### config.mk
export PLATFORM = sky130hd
export DESIGN_NAME = coin_acceptor
export DESIGN_NICKNAME = d
export VERILOG_FILES = /design/src/rtl/vend_pkg.sv /design/src/rtl/sync_2ff.sv /design/src/rtl/coin_acceptor.sv
export SDC_FILE = /design/constraint.sdc
export NUM_CORES = 1
export LEC_CHECK = 0
export ABC_CLOCK_PERIOD_IN_PS = 1700
export BUFFER_PORTS_ARGS = -buffer_cell sky130_fd_sc_hd__buf_2
export CAP_MARGIN = 20
export CORE_ASPECT_RATIO = 0.75
export CORE_MARGIN = 5
export CORE_UTILIZATION = 51
export DETAILED_ROUTE_END_ITERATION = 8
export PLACE_DENSITY = 0.73
export SLEW_MARGIN = 20
export SYNTH_ARGS = -nofsm -noshare
export SYNTH_HDL_FRONTEND = slang
export SYNTH_SLANG_ARGS = --single-unit
### constraint.sdc
create_clock -name clk -period 1.7 [get_ports clk]
set_input_delay 0.17 -clock clk [delete_from_list [all_inputs] [get_ports clk]]
set_output_delay 0.17 -clock clk [all_outputs]
set_load 0.05 [all_outputs]
### src/rtl/vend_pkg.sv
`default_nettype none
// ============================================================================
// Module      : vend_pkg
// Description : Shared coin codes and coin-acceptor state encoding.
// Revision    : 1.0 - initial release
// ============================================================================
package vend_pkg;

    localparam logic [1:0] COIN_NONE = 2'b00;
    localparam logic [1:0] COIN_1    = 2'b01;
    localparam logic [1:0] COIN_2    = 2'b10;

    typedef enum logic [1:0] {
        IDLE    = 2'd0,
        MEASURE = 2'd1,
        LOCK    = 2'd2,
        JAM     = 2'd3
    } acc_state_t;

endpackage
`default_nettype wire

### src/rtl/sync_2ff.sv
`default_nettype none
// ============================================================================
// Module      : sync_2ff
// Description : Generic 1-bit two-flop synchronizer, async active-low reset.
// Revision    : 1.0 - initial release
// ============================================================================
module sync_2ff (
    input  logic clk,
    input  logic rst_n,
    input  logic d,
    output logic q
);

    logic r_meta;
    logic r_sync;

    always_ff @(posedge clk or negedge rst_n) begin
        if (!rst_n) begin
            r_meta <= 1'b0;
            r_sync <= 1'b0;
        end else begin
            r_meta <= d;
            r_sync <= r_meta;
        end
    end

    assign q = r_sync;

endmodule
`default_nettype wire

### src/rtl/coin_acceptor.sv
`default_nettype none
// ============================================================================
// Module      : coin_acceptor
// Description : Measures coin-sensor pulse width and classifies it into a coin
//               code, reject pulse or jam flag, with a post-coin lockout.
// Revision    : 1.0 - initial release
// ============================================================================
module coin_acceptor
    import vend_pkg::*;
#(
    parameter int MIN1    = 4,
    parameter int MAX1    = 8,
    parameter int MIN2    = 12,
    parameter int MAX2    = 20,
    parameter int LOCKOUT = 16,
    parameter int CNT_W   = 6
) (
    input  logic       clk,
    input  logic       rst_n,
    input  logic       sensor,
    input  logic       en,
    output logic [1:0] coin,
    output logic       reject,
    output logic       jam,
    output logic       busy
);

    localparam int LCNT_W = $clog2(LOCKOUT + 1);

    localparam logic [CNT_W-1:0]  c_JAM_T     = '1;
    localparam logic [CNT_W-1:0]  c_JAM_PRE   = c_JAM_T - CNT_W'(1);
    localparam logic [CNT_W-1:0]  c_MIN1      = CNT_W'(MIN1);
    localparam logic [CNT_W-1:0]  c_MAX1      = CNT_W'(MAX1);
    localparam logic [CNT_W-1:0]  c_MIN2      = CNT_W'(MIN2);
    localparam logic [CNT_W-1:0]  c_MAX2      = CNT_W'(MAX2);
    localparam logic [LCNT_W-1:0] c_LOCK_LAST = LCNT_W'(LOCKOUT - 1);

    if (!(MIN1 >= 1 && MIN1 <= MAX1 && MAX1 < MIN2 && MIN2 <= MAX2 &&
          MAX2 < (1 << CNT_W) - 1 && LOCKOUT >= 1)) begin : g_param_check
        $error("coin_acceptor: illegal width-window or lockout parameters");
    end

    logic              w_sensor_s;
    acc_state_t        r_state, w_state_nxt;
    logic [CNT_W-1:0]  r_cnt, w_cnt_nxt;
    logic [LCNT_W-1:0] r_lcnt, w_lcnt_nxt;
    logic [1:0]        r_coin, w_coin_nxt;
    logic              r_reject, w_reject_nxt;
    logic              r_jam, w_jam_nxt;
    logic              r_busy, w_busy_nxt;

    sync_2ff u_sensor_sync (
        .clk   (clk),
        .rst_n (rst_n),
        .d     (sensor),
        .q     (w_sensor_s)
    );

    always_ff @(posedge clk or negedge rst_n) begin
        if (!rst_n) begin
            r_state  <= IDLE;
            r_cnt    <= '0;
            r_lcnt   <= '0;
            r_coin   <= COIN_NONE;
            r_reject <= 1'b0;
            r_jam    <= 1'b0;
            r_busy   <= 1'b0;
        end else begin
            r_state  <= w_state_nxt;
            r_cnt    <= w_cnt_nxt;
            r_lcnt   <= w_lcnt_nxt;
            r_coin   <= w_coin_nxt;
            r_reject <= w_reject_nxt;
            r_jam    <= w_jam_nxt;
            r_busy   <= w_busy_nxt;
        end
    end

    always_comb begin
        w_state_nxt  = r_state;
        w_cnt_nxt    = r_cnt;
        w_lcnt_nxt   = r_lcnt;
        w_coin_nxt   = COIN_NONE;
        w_reject_nxt = 1'b0;
        w_jam_nxt    = 1'b0;
        case (r_state)
            IDLE: begin
                if (en && w_sensor_s) begin
                    w_state_nxt = MEASURE;
                    w_cnt_nxt   = CNT_W'(1);
                end
            end
            MEASURE: begin
                if (w_sensor_s) begin
                    // Reaching the all-ones count while still blocked is a jam.
                    if (r_cnt == c_JAM_PRE) begin
                        w_state_nxt = JAM;
                        w_cnt_nxt   = c_JAM_T;
                        w_jam_nxt   = 1'b1;
                    end else begin
                        w_cnt_nxt = r_cnt + CNT_W'(1);
                    end
                end else begin
                    if (r_cnt >= c_MIN1 && r_cnt <= c_MAX1) begin
                        w_coin_nxt = COIN_1;
                    end else if (r_cnt >= c_MIN2 && r_cnt <= c_MAX2) begin
                        w_coin_nxt = COIN_2;
                    end else begin
                        w_reject_nxt = 1'b1;
                    end
                    w_state_nxt = LOCK;
                    w_lcnt_nxt  = '0;
                end
            end
            LOCK: begin
                if (r_lcnt == c_LOCK_LAST) begin
                    w_state_nxt = IDLE;
                end else begin
                    w_lcnt_nxt = r_lcnt + LCNT_W'(1);
                end
            end
            JAM: begin
                if (w_sensor_s) begin
                    w_jam_nxt = 1'b1;
                end else begin
                    w_state_nxt = LOCK;
                    w_lcnt_nxt  = '0;
                end
            end
            default: begin
                w_state_nxt = IDLE;
            end
        endcase
        w_busy_nxt = (w_state_nxt != IDLE);
    end

    assign coin   = r_coin;
    assign reject = r_reject;
    assign jam    = r_jam;
    assign busy   = r_busy;

endmodule
`default_nettype wire

==> flow_summary_export.csv, run 1 <==
group,metric,value,unit
layout,synthToLayoutAreaGrowth,15.9,%
critical_path,r2r.worst_path.cells,8,
synth,synth.area.top_cells,"dfrtp_1, o21ai_0, ha_1",
synth,synth.ff_latch_count,20,
grt,antenna_found_initial,0,
critical_path,critPathLaunchType,"flop",
drt,wl_met2,954,um
clock_network,cts_buffers,3,
clock_network,root_buffer,"clkbuf_4",
layout,final_cells,145,
drt,wire_per_inst,14.4,um
layout,seq_area,500,um2
timing,final-hold-violation-count,0,
synth,yosys_most_used_dff,"dfrtp_1",
grt,grt_usage,0.151,
clock_network,clkSlewWorstSetupHoldPaths,100,ps
synth,asyncSetResetFlopFracSynth,1.00,
critical_path,critPathMaxFanout,8,
drt,top_layer,"met3",
clock_network,cts_tree,"done",
grt,grt-ovfl-total,0,
timing,tns,0,ps
critical_path,arrival,1830,ps
clock_network,clkSinkCount,20,
worst_hold_path,worstHoldPathCells,4,
job,maxCapViolations,0,
drt,vias,843,
critical_path,path_class,"flop to flop",
floorplanning,core,0.00181,mm2
drt,vias_per_cell,5.81,
synth,synth.distinct_cells,27,
synth,synth_edf_count,0,
drt,dr.pass1.iters,4,
synth,postSynthCellCount,108,
timing,slew_headroom,0.708,
grt,grt_pass1_vias,843,
floorplanning,die_w,61.1,um
synth,synth_top_area_cell,"dfrtp_1",
layout,num_antenna_cells,0,
timing,holdWs,275,ps
layout,multi_input_area,463,um2
floorplanning,start_util,0.554,
timing,fin_crit,1650,ps
synth,synth_warnings,0,
drt,wirelength,2090,um
power,p_leak,0.000532,uW
floorplanning,die_y,48.3,um
layout,drive_above_1_share,0.187,
critical_path,crit_path_end_kind,"flop",
grt,grt_max_degree,21,
layout,fin_nets,133,
timing,timing.final.crit_share,0.970,
layout,fillers,145,
synth,synth_seq_area_share,0.501,
drt,met3WireLength,186,um
synth,syn_nets,117,
drt,drt-met1-wl,952,um
synth,synth.avg_cell_area,9.26,um2
placement,dp_cells,135,
worst_hold_path,hold_class,"input pin to flop",
synth,synthesis.area,1000,um2
timing,setup_viol_count_final,0,
synth,yosysMostFrequentCell,"dfrtp_1",
power,max-vdd-ir-drop,0.000929,V
placement,gp_congestion,0.799,
timing,tightest_slew,436,ps
timing,fin_skew,1.00,ps
drt,drc,0,
timing,rsz0062_at_grt,"true",
outcome,status,"complete, no violations",
synth,synth_common_cells,"dfrtp_1, o21ai_0, nand2_1",
floorplanning,dieArea,0.00295,mm2
placement,place_hpwl,1450,um
clock_network,clock_latency,290,ps
clock_network,h-tree-depth,1,
power,p_per_area,1290,mW/mm2
critical_path,crit_required,1880,ps
drt,ant_nets,0,
timing,slew_violations,0,
timing,fmax,606,MHz
drt,drt_iter0_markers,32,
grt,grt_pass1_wl,3490,um
floorplanning,io_pins,9,
clock_network,cts_max_path_buffers,2,
placement,numPortBuffers,8,
floorplanning,num_rows,13,
synth,synth_top_area_frac,0.501,
## logic make-up after synthesis
kind of cell,after synthesis,synth area share
AO/OA/AOI/OAI,31,0.171
XOR/XNOR,2,0.0175
adder cells (fa/ha/maj),5,0.0626
buffers and inverters,13,0.0563
flip-flops,20,0.501
AND/OR/NAND/NOR,37,0.191
## final cells by class
| cell class | count | area share |
|---|---|---|
| multi-input cells | 75 | 0.400 |
| inverters | 9 | 0.0292 |
| clock buffers | 4 | 0.0313 |
| well taps | 22 | 0.0238 |
| repair buffers | 15 | 0.0842 |
| flip-flops and latches | 20 | 0.432 |
## worst paths after layout
path	slack, ps	from	endpoint
max	50	r_lcnt[1]	r_lcnt[3]
min	280	en	busy
max reg2reg	50	r_lcnt[1]	r_lcnt[3]
min reg2reg	370	u_sensor_sync.r_meta	u_sensor_sync.q
max in group asynchronous	1070	rst_n	r_cnt[0]
min in group asynchronous	330	rst_n	coin[1]
## state kept, by name, indices dropped and copies added, names as in the netlist
register and flops:
u_sensor_sync.q 1, jam 1, reject 1, coin 2, r_state 2, r_lcnt 5
r_cnt 6, busy 1, u_sensor_sync.r_meta 1
## power by group
part | switching, uW | internal, uW
Clock | 138 | 131
Combinational | 292 | 223
Sequential | 134 | 578
Total | 563 | 931
## placed cells by master, fill, tap and decap left out, types with 2 or more instances in the layout
cell type / instances
clkbuf_4: 3
xor2_1: 2
nor2b_1: 7
nand2_1: 12
a31oi_1: 3
a21oi_1: 6
buf_2: 8
o21ai_1: 4
buf_4: 5
dlygate4sd3_1: 2
o21ai_0: 14
nand3_1: 4
ha_1: 3
dfrtp_1: 20
inv_1: 8
nor2_1: 6
## per-stage QoR
stage          total power [uW]   util  cell area [um2]  setup WS, ps
2_1_floorplan              1010      -             1000           118
3_3_place_gp               1100  0.583             1050          70.2
3_5_place_dp               1140  0.583             1050          1.75
4_1_cts                    1430  0.618             1120          2.26
5_1_grt                    1590  0.642             1160         -29.5
6_report                   1490  0.642             1160          50.3
## per-layer routing
metal,up-vias,track usage
li1,401,-
met1,407,0.201
met2,35,0.234
met3,0,0.0476
met4,0,0.0397
met5,-,0
## repair_timing
action | in CTS | in global routing
gates resized for setup | 1 | 4
endpoints found under the setup margin | 2 | 5
endpoints found under the hold margin | 21 | 0
setup buffers | 1 | 3
gates cloned | 0 | 0
pin swaps | 0 | 2
hold buffers | 2 | 0
## worst max-delay path, cell delays in order (launching register included)
cell     delay (ps)
dfrtp_1         410
ha_2            200
and3_4          190
ha_4            150
nor2b_1         100
buf_4           150
nand4_1         100
xor2_1          160
o21ai_1          70
Power figures use the tool's default switching activity.
==> run 2: changes to the inputs <==
Settings changed: ABC_CLOCK_PERIOD_IN_PS 1700 to unset, BUFFER_PORTS_ARGS -buffer_cell sky130_fd_sc_hd__buf_2 to -buffer_cell sky130_fd_sc_hd__clkbuf_2.
==> flow_summary_export.csv, run 2 (synthesis results as in run 1) <==
group,metric,value,unit
drt,vias,773,
placement,gp_congestion,0.789,
power,max-vdd-ir-drop,0.000663,V
worst_hold_path,hold_class,"input pin to flop",
timing,fin_crit,1640,ps
critical_path,crit_required,1880,ps
drt,vias_per_cell,5.41,
critical_path,arrival,1820,ps
timing,tightest_slew,479,ps
placement,place_worst_setup_slack,31.7,ps
drt,dr.pass1.iters,4,
floorplanning,core,0.00181,mm2
layout,final_cell_mix,"dfrtp_1, o21ai_0, nand2_1",
floorplanning,dieArea,0.00295,mm2
grt,grt-ovfl-total,0,
layout,utilization,0.630,
clock_network,clock_latency,290,ps
timing,slew_violations,0,
layout,reg_top3,"r_cnt: 6 flops, r_lcnt: 5 flops",
power,p_per_area,1210,mW/mm2
layout,largest_register,"r_cnt",
critical_path,critPathMaxStageDelay,410,ps
placement,place_hpwl,1300,um
drt,wire_per_inst,12.7,um
floorplanning,num_rows,13,
critical_path,critPathLaunchType,"flop",
drt,drc,0,
drt,wirelength,1820,um
layout,synthToLayoutAreaGrowth,13.8,%
grt,antenna_found_initial,0,
timing,fin_skew,4.67,ps
grt,grt_pass1_vias,707,
timing,setup_viol_count_final,0,
power,p_leak,0.000515,uW
clock_network,cts_max_path_buffers,2,
grt,grt_max_degree,21,
layout,drive_above_1_share,0.174,
clock_network,h-tree-depth,1,
clock_network,cts_buffers,3,
layout,layout_commonest_cell,"dfrtp_1",
timing,fmax,609,MHz
clock_network,clkSlewWorstSetupHoldPaths,100,ps
drt,ant_nets,0,
clock_network,cts_tree,"done",
floorplanning,die_y,48.3,um
power,total_power,1370,uW
grt,grt_pass1_wl,3130,um
floorplanning,die_w,61.1,um
clock_network,root_buffer,"clkbuf_4",
placement,numPortBuffers,8,
critical_path,crit_path_end_kind,"flop",
timing,rsz0062_at_grt,"true",
floorplanning,start_util,0.554,
timing,slew_headroom,0.681,
timing,layout_setup_ws,57.8,ps
timing,final-hold-violation-count,0,
layout,num_antenna_cells,0,
layout,largest_reg_flops,6,
layout,fin_nets,132,
critical_path,path_class,"flop to flop",
drt,drt_iter0_markers,14,
timing,timing.final.crit_share,0.966,
grt,grt_usage,0.141,
outcome,status,"complete, no violations",
critical_path,critPathMaxFanout,8,
critical_path,cp_slowest_cell,"dfrtp_1",
clock_network,clkSinkCount,20,
job,maxCapViolations,0,
critical_path,path_cells,"ha_2 > and3_4 > ha_4 > nor2b_1 > buf_4 > nand4_1 > xor2_1 > o21ai_1",
floorplanning,io_pins,9,
## run 2: cell count changes in the layout (fill, tap and decap cells not counted), sizes merged
cell | before | now
clkbuf | 4 | 11
buf | 13 | 4
## run 2: critical path: cells and delay by family (launching register included)
kind	cells	cell delay, ps
flops	1	410
fa+ha+maj	2	330
compound gates	1	70
simple gates	3	400
xor+xnor	1	160
buf+inv	1	160
## run 2: worst paths after layout
path | from | to | slack [ps] | cells after the start
max | r_lcnt[1] | r_lcnt[3] | 60 | 8
min | en | busy | 270 | 4
max reg2reg | r_lcnt[1] | r_lcnt[3] | 60 | 8
min reg2reg | u_sensor_sync.r_meta | u_sensor_sync.q | 360 | 0
max in group asynchronous | rst_n | r_cnt[5] | 1020 | 2
min in group asynchronous | rst_n | r_cnt[2] | 350 | 2
## run 2: power by group
part | internal (uW) | leakage (uW) | switching, uW
Sequential | 578 | 0.000261 | 123
Combinational | 198 | 0.000240 | 263
Clock | 82.5 | 0.0000138 | 128
## run 2: layout make-up
| class | count | area [um2] |
|---|---|---|
| clock buffer | 3 | 22.5 |
| fill | 141 | 668 |
| inverter | 9 | 33.8 |
| multi-input combinational | 75 | 463 |
| sequential | 20 | 500 |
| tap | 22 | 27.5 |
| timing repair buffer | 14 | 90.1 |
## run 2: stage by stage
stage | cell area, um2 | hold WS (ps) | TNS, ps | cells
4_1_cts | 1090 | 243 | 0 | 140
5_1_grt | 1140 | 242 | -75.7 | 143
6_report | 1140 | 272 | 0 | 143
2_1_floorplan | 1000 | -126 | 0 | 108
3_5_place_dp | 1050 | 159 | 0 | 135
3_3_place_gp | 1050 | 155 | 0 | 135
## run 2: per-layer routing
layer	part of all wire	routed length, um	vias to the layer above	GRT usage
li1	-	-	396	-
met1	0.50	909	349	0.192
met2	0.42	765	23	0.197
met3	0.067	122	5	0.0556
met4	0.014	25	0	0.0542
met5	0	0	-	0
## run 2: repair_timing
| item | CTS | global route |
|---|---|---|
| hold endpoints to repair | 21 | 0 |
| hold buffers | 2 | 0 |
| buffers inserted | 0 | 3 |
| gates resized for setup | 0 | 4 |
| endpoints found under the setup margin | 0 | 5 |
==> run 3: changes to the inputs <==
Settings changed: CTS_CLUSTER_SIZE set to 10, SYNTH_HIERARCHICAL set to 1.
==> flow_summary_export.csv, run 3 <==
group,metric,value,unit
timing,slew_headroom,0.686,
power,max-vdd-ir-drop,0.000801,V
critical_path,path_class,"flop to flop",
synth,yosys_most_used_dff,"dfrtp_1",
grt,grt_usage,0.141,
grt,grt_pass1_vias,723,
synth,postSynthCellCount,101,
drt,wire_per_inst,13.2,um
timing,rsz0062_at_grt,"true",
layout,drive_above_1_share,0.207,
synth,synth_warnings,6,
synth,asyncSetResetFlopFracSynth,1.00,
synth,synth_edf_count,0,
floorplanning,io_pins,9,
layout,utilization,0.640,
drt,drt_iter0_markers,15,
layout,reg_top3,"r_cnt: 6 flops, r_lcnt: 5 flops",
layout,fin_nets,127,
power,switchingPower,497,uW
floorplanning,start_util,0.558,
placement,numPortBuffers,8,
layout,num_antenna_cells,0,
grt,grt-ovfl-total,0,
floorplanning,core,0.00181,mm2
timing,holdWs,256,ps
clock_network,cts_max_path_buffers,2,
synth,synthesis.area,0.00101,mm2
critical_path,crit_required,1880,ps
clock_network,clock_latency,300,ps
placement,place_hpwl,1270,um
layout,final_cell_mix,"dfrtp_1, o21ai_1, nor2b_1, nor2_1, clkbuf_2",
timing,final-hold-violation-count,0,
timing,timing.final.crit_share,0.988,
critical_path,critPathMaxFanout,6,
timing,fmax,596,MHz
drt,vias,753,
drt,drc,0,
drt,ant_nets,0,
power,p_per_area,1180,mW/mm2
clock_network,clkSlewWorstSetupHoldPaths,100,ps
synth,synth.ff_latch_count,20,
synth,synth.area.top_cells,"dfrtp_1, ha_1, nor2b_1",
drt,vias_per_cell,5.46,
drt,dr.pass1.iters,4,
layout,synthToLayoutAreaGrowth,14.8,%
job,maxCapViolations,0,
power,seqPwrFrac,0.498,
grt,antenna_found_initial,0,
floorplanning,die_w,61.3,um
clock_network,cts_buffers,3,
synth,synth_common_cells,"dfrtp_1, o21ai_1, nor2_1, nor2b_1",
critical_path,crit_path_end_kind,"flop",
layout,seq_area,500,um2
synth,synth_top_area_frac,0.497,
floorplanning,num_rows,13,
layout,largest_register,"r_cnt",
clock_network,root_buffer,"clkbuf_4",
power,pwr-share-comb,0.347,
drt,wirelength,1820,um
synth,synth_top_area_cell,"dfrtp_1",
synth,yosysMostFrequentCell,"dfrtp_1",
timing,fin_skew,4.38,ps
layout,layout_commonest_cell,"dfrtp_1",
synth,synth.distinct_cells,31,
critical_path,critPathLaunchType,"flop",
synth,synth.avg_cell_area,9.97,um2
timing,fin_crit,1680,ps
synth,synth_seq_area_share,0.497,
clock_network,clkSinkCount,20,
grt,grt_max_degree,21,
grt,grt_pass1_wl,3200,um
clock_network,h-tree-depth,1,
timing,setup_viol_count_final,0,
power,internal-power,873,uW
floorplanning,dieArea,0.00297,mm2
timing,slew_violations,0,
clock_network,cts_tree,"done",
worst_hold_path,hold_class,"input pin to flop",
layout,fillers,135,
synth,syn_nets,110,
placement,gp_congestion,0.838,
layout,largest_reg_flops,6,
layout,multi_input_area,500,um2
critical_path,arrival,1860,ps
outcome,status,"complete, no violations",
floorplanning,die_y,48.5,um
timing,tightest_slew,470,ps
power,p_clk_frac,0.155,
power,p_sw_frac,0.362,
power,p_leak,0.000532,uW
timing,tns,0,ps
[run 3: cell count changes after synthesis, sizes merged, moves of 2 or more]
| cell | change |
|---|---|
| o21ai | -3 |
| nor2 | +2 |
| inv | -5 |
| buf | -2 |
| nand2 | -5 |
| and3 | +2 |
| a22o | +2 |
| nand3 | -3 |
[run 3: critical path, stage by stage (launching register included)]
cell	delay (ps)
dfrtp_1	410
ha_2	200
and3_4	180
ha_4	140
and2b_4	270
nand4_1	120
xor2_1	160
o2bb2ai_1	70
[run 3: metal layers]
metal  GRT usage  routed length [um]  vias to the layer above
met1       0.216                 966                      329
met2       0.174                 692                       27
li1            -                   -                      390
met5           0                   0                        -
met4      0.0542                  35                        0
met3      0.0503                 126                        7
[run 3: worst paths after layout]
| path | startpoint | to | slack, ps | cells past startpoint |
|---|---|---|---|---|
| hold reg to reg | u_sensor_sync/r_meta | u_sensor_sync/q | 360 | 0 |
| min in group asynchronous | rst_n | r_cnt[4] | 350 | 2 |
| max in group asynchronous | rst_n | r_lcnt[1] | 1030 | 2 |
| setup reg to reg | r_lcnt[1] | r_lcnt[3] | 20 | 7 |
| hold / removal | en | busy | 260 | 4 |
| setup / recovery | r_lcnt[1] | r_lcnt[3] | 20 | 7 |
[run 3: through the flow]
stage	cells	total power, uW	setup WS (ps)	instance area (um2)
after floorplan	101	986	61.7	1010
after global placement	130	1080	38.8	1070
after detailed placement	130	1100	-11.7	1070
after CTS	137	1340	1.08	1130
after global routing	138	1480	-60.1	1160
final	138	1370	21.1	1160
[run 3: layout make-up]
type                            count  area share
Multi-Input combinational cell     75       0.433
Clock buffer                        3      0.0195
Sequential cell                    20       0.433
Inverter                            4      0.0130
Timing Repair Buffer               14      0.0779
Tap cell                           22      0.0238
[run 3: logic make-up after synthesis]
family | after synthesis | share of synthesized area
buf+inv | 6 | 0.0310
mux | 1 | 0.0112
simple gates | 36 | 0.206
xor+xnor | 1 | 0.00870
flops | 20 | 0.497
compound gates | 32 | 0.184
fa+ha+maj | 5 | 0.0621
[run 3: power by group through the flow]
| stage | combinational (uW) | clock (uW) | sequential [uW] |
|---|---|---|---|
| after floorplan | 288 | 0 | 699 |
| after global placement | 396 | 0 | 684 |
| after detailed placement | 408 | 0 | 688 |
| after CTS | 439 | 227 | 676 |
| after global routing | 537 | 239 | 700 |
| final | 475 | 212 | 683 |
[run 3: what timing repair did]
item                                    4_1_cts  5_1_grt
buffers inserted                              2        1
hold buffers                                  2        0
endpoints found under the hold margin        21        0
gates resized for setup                       1        6
pin swaps                                     0        3
gates cloned                                  0        0
endpoints found under the setup margin        2        4
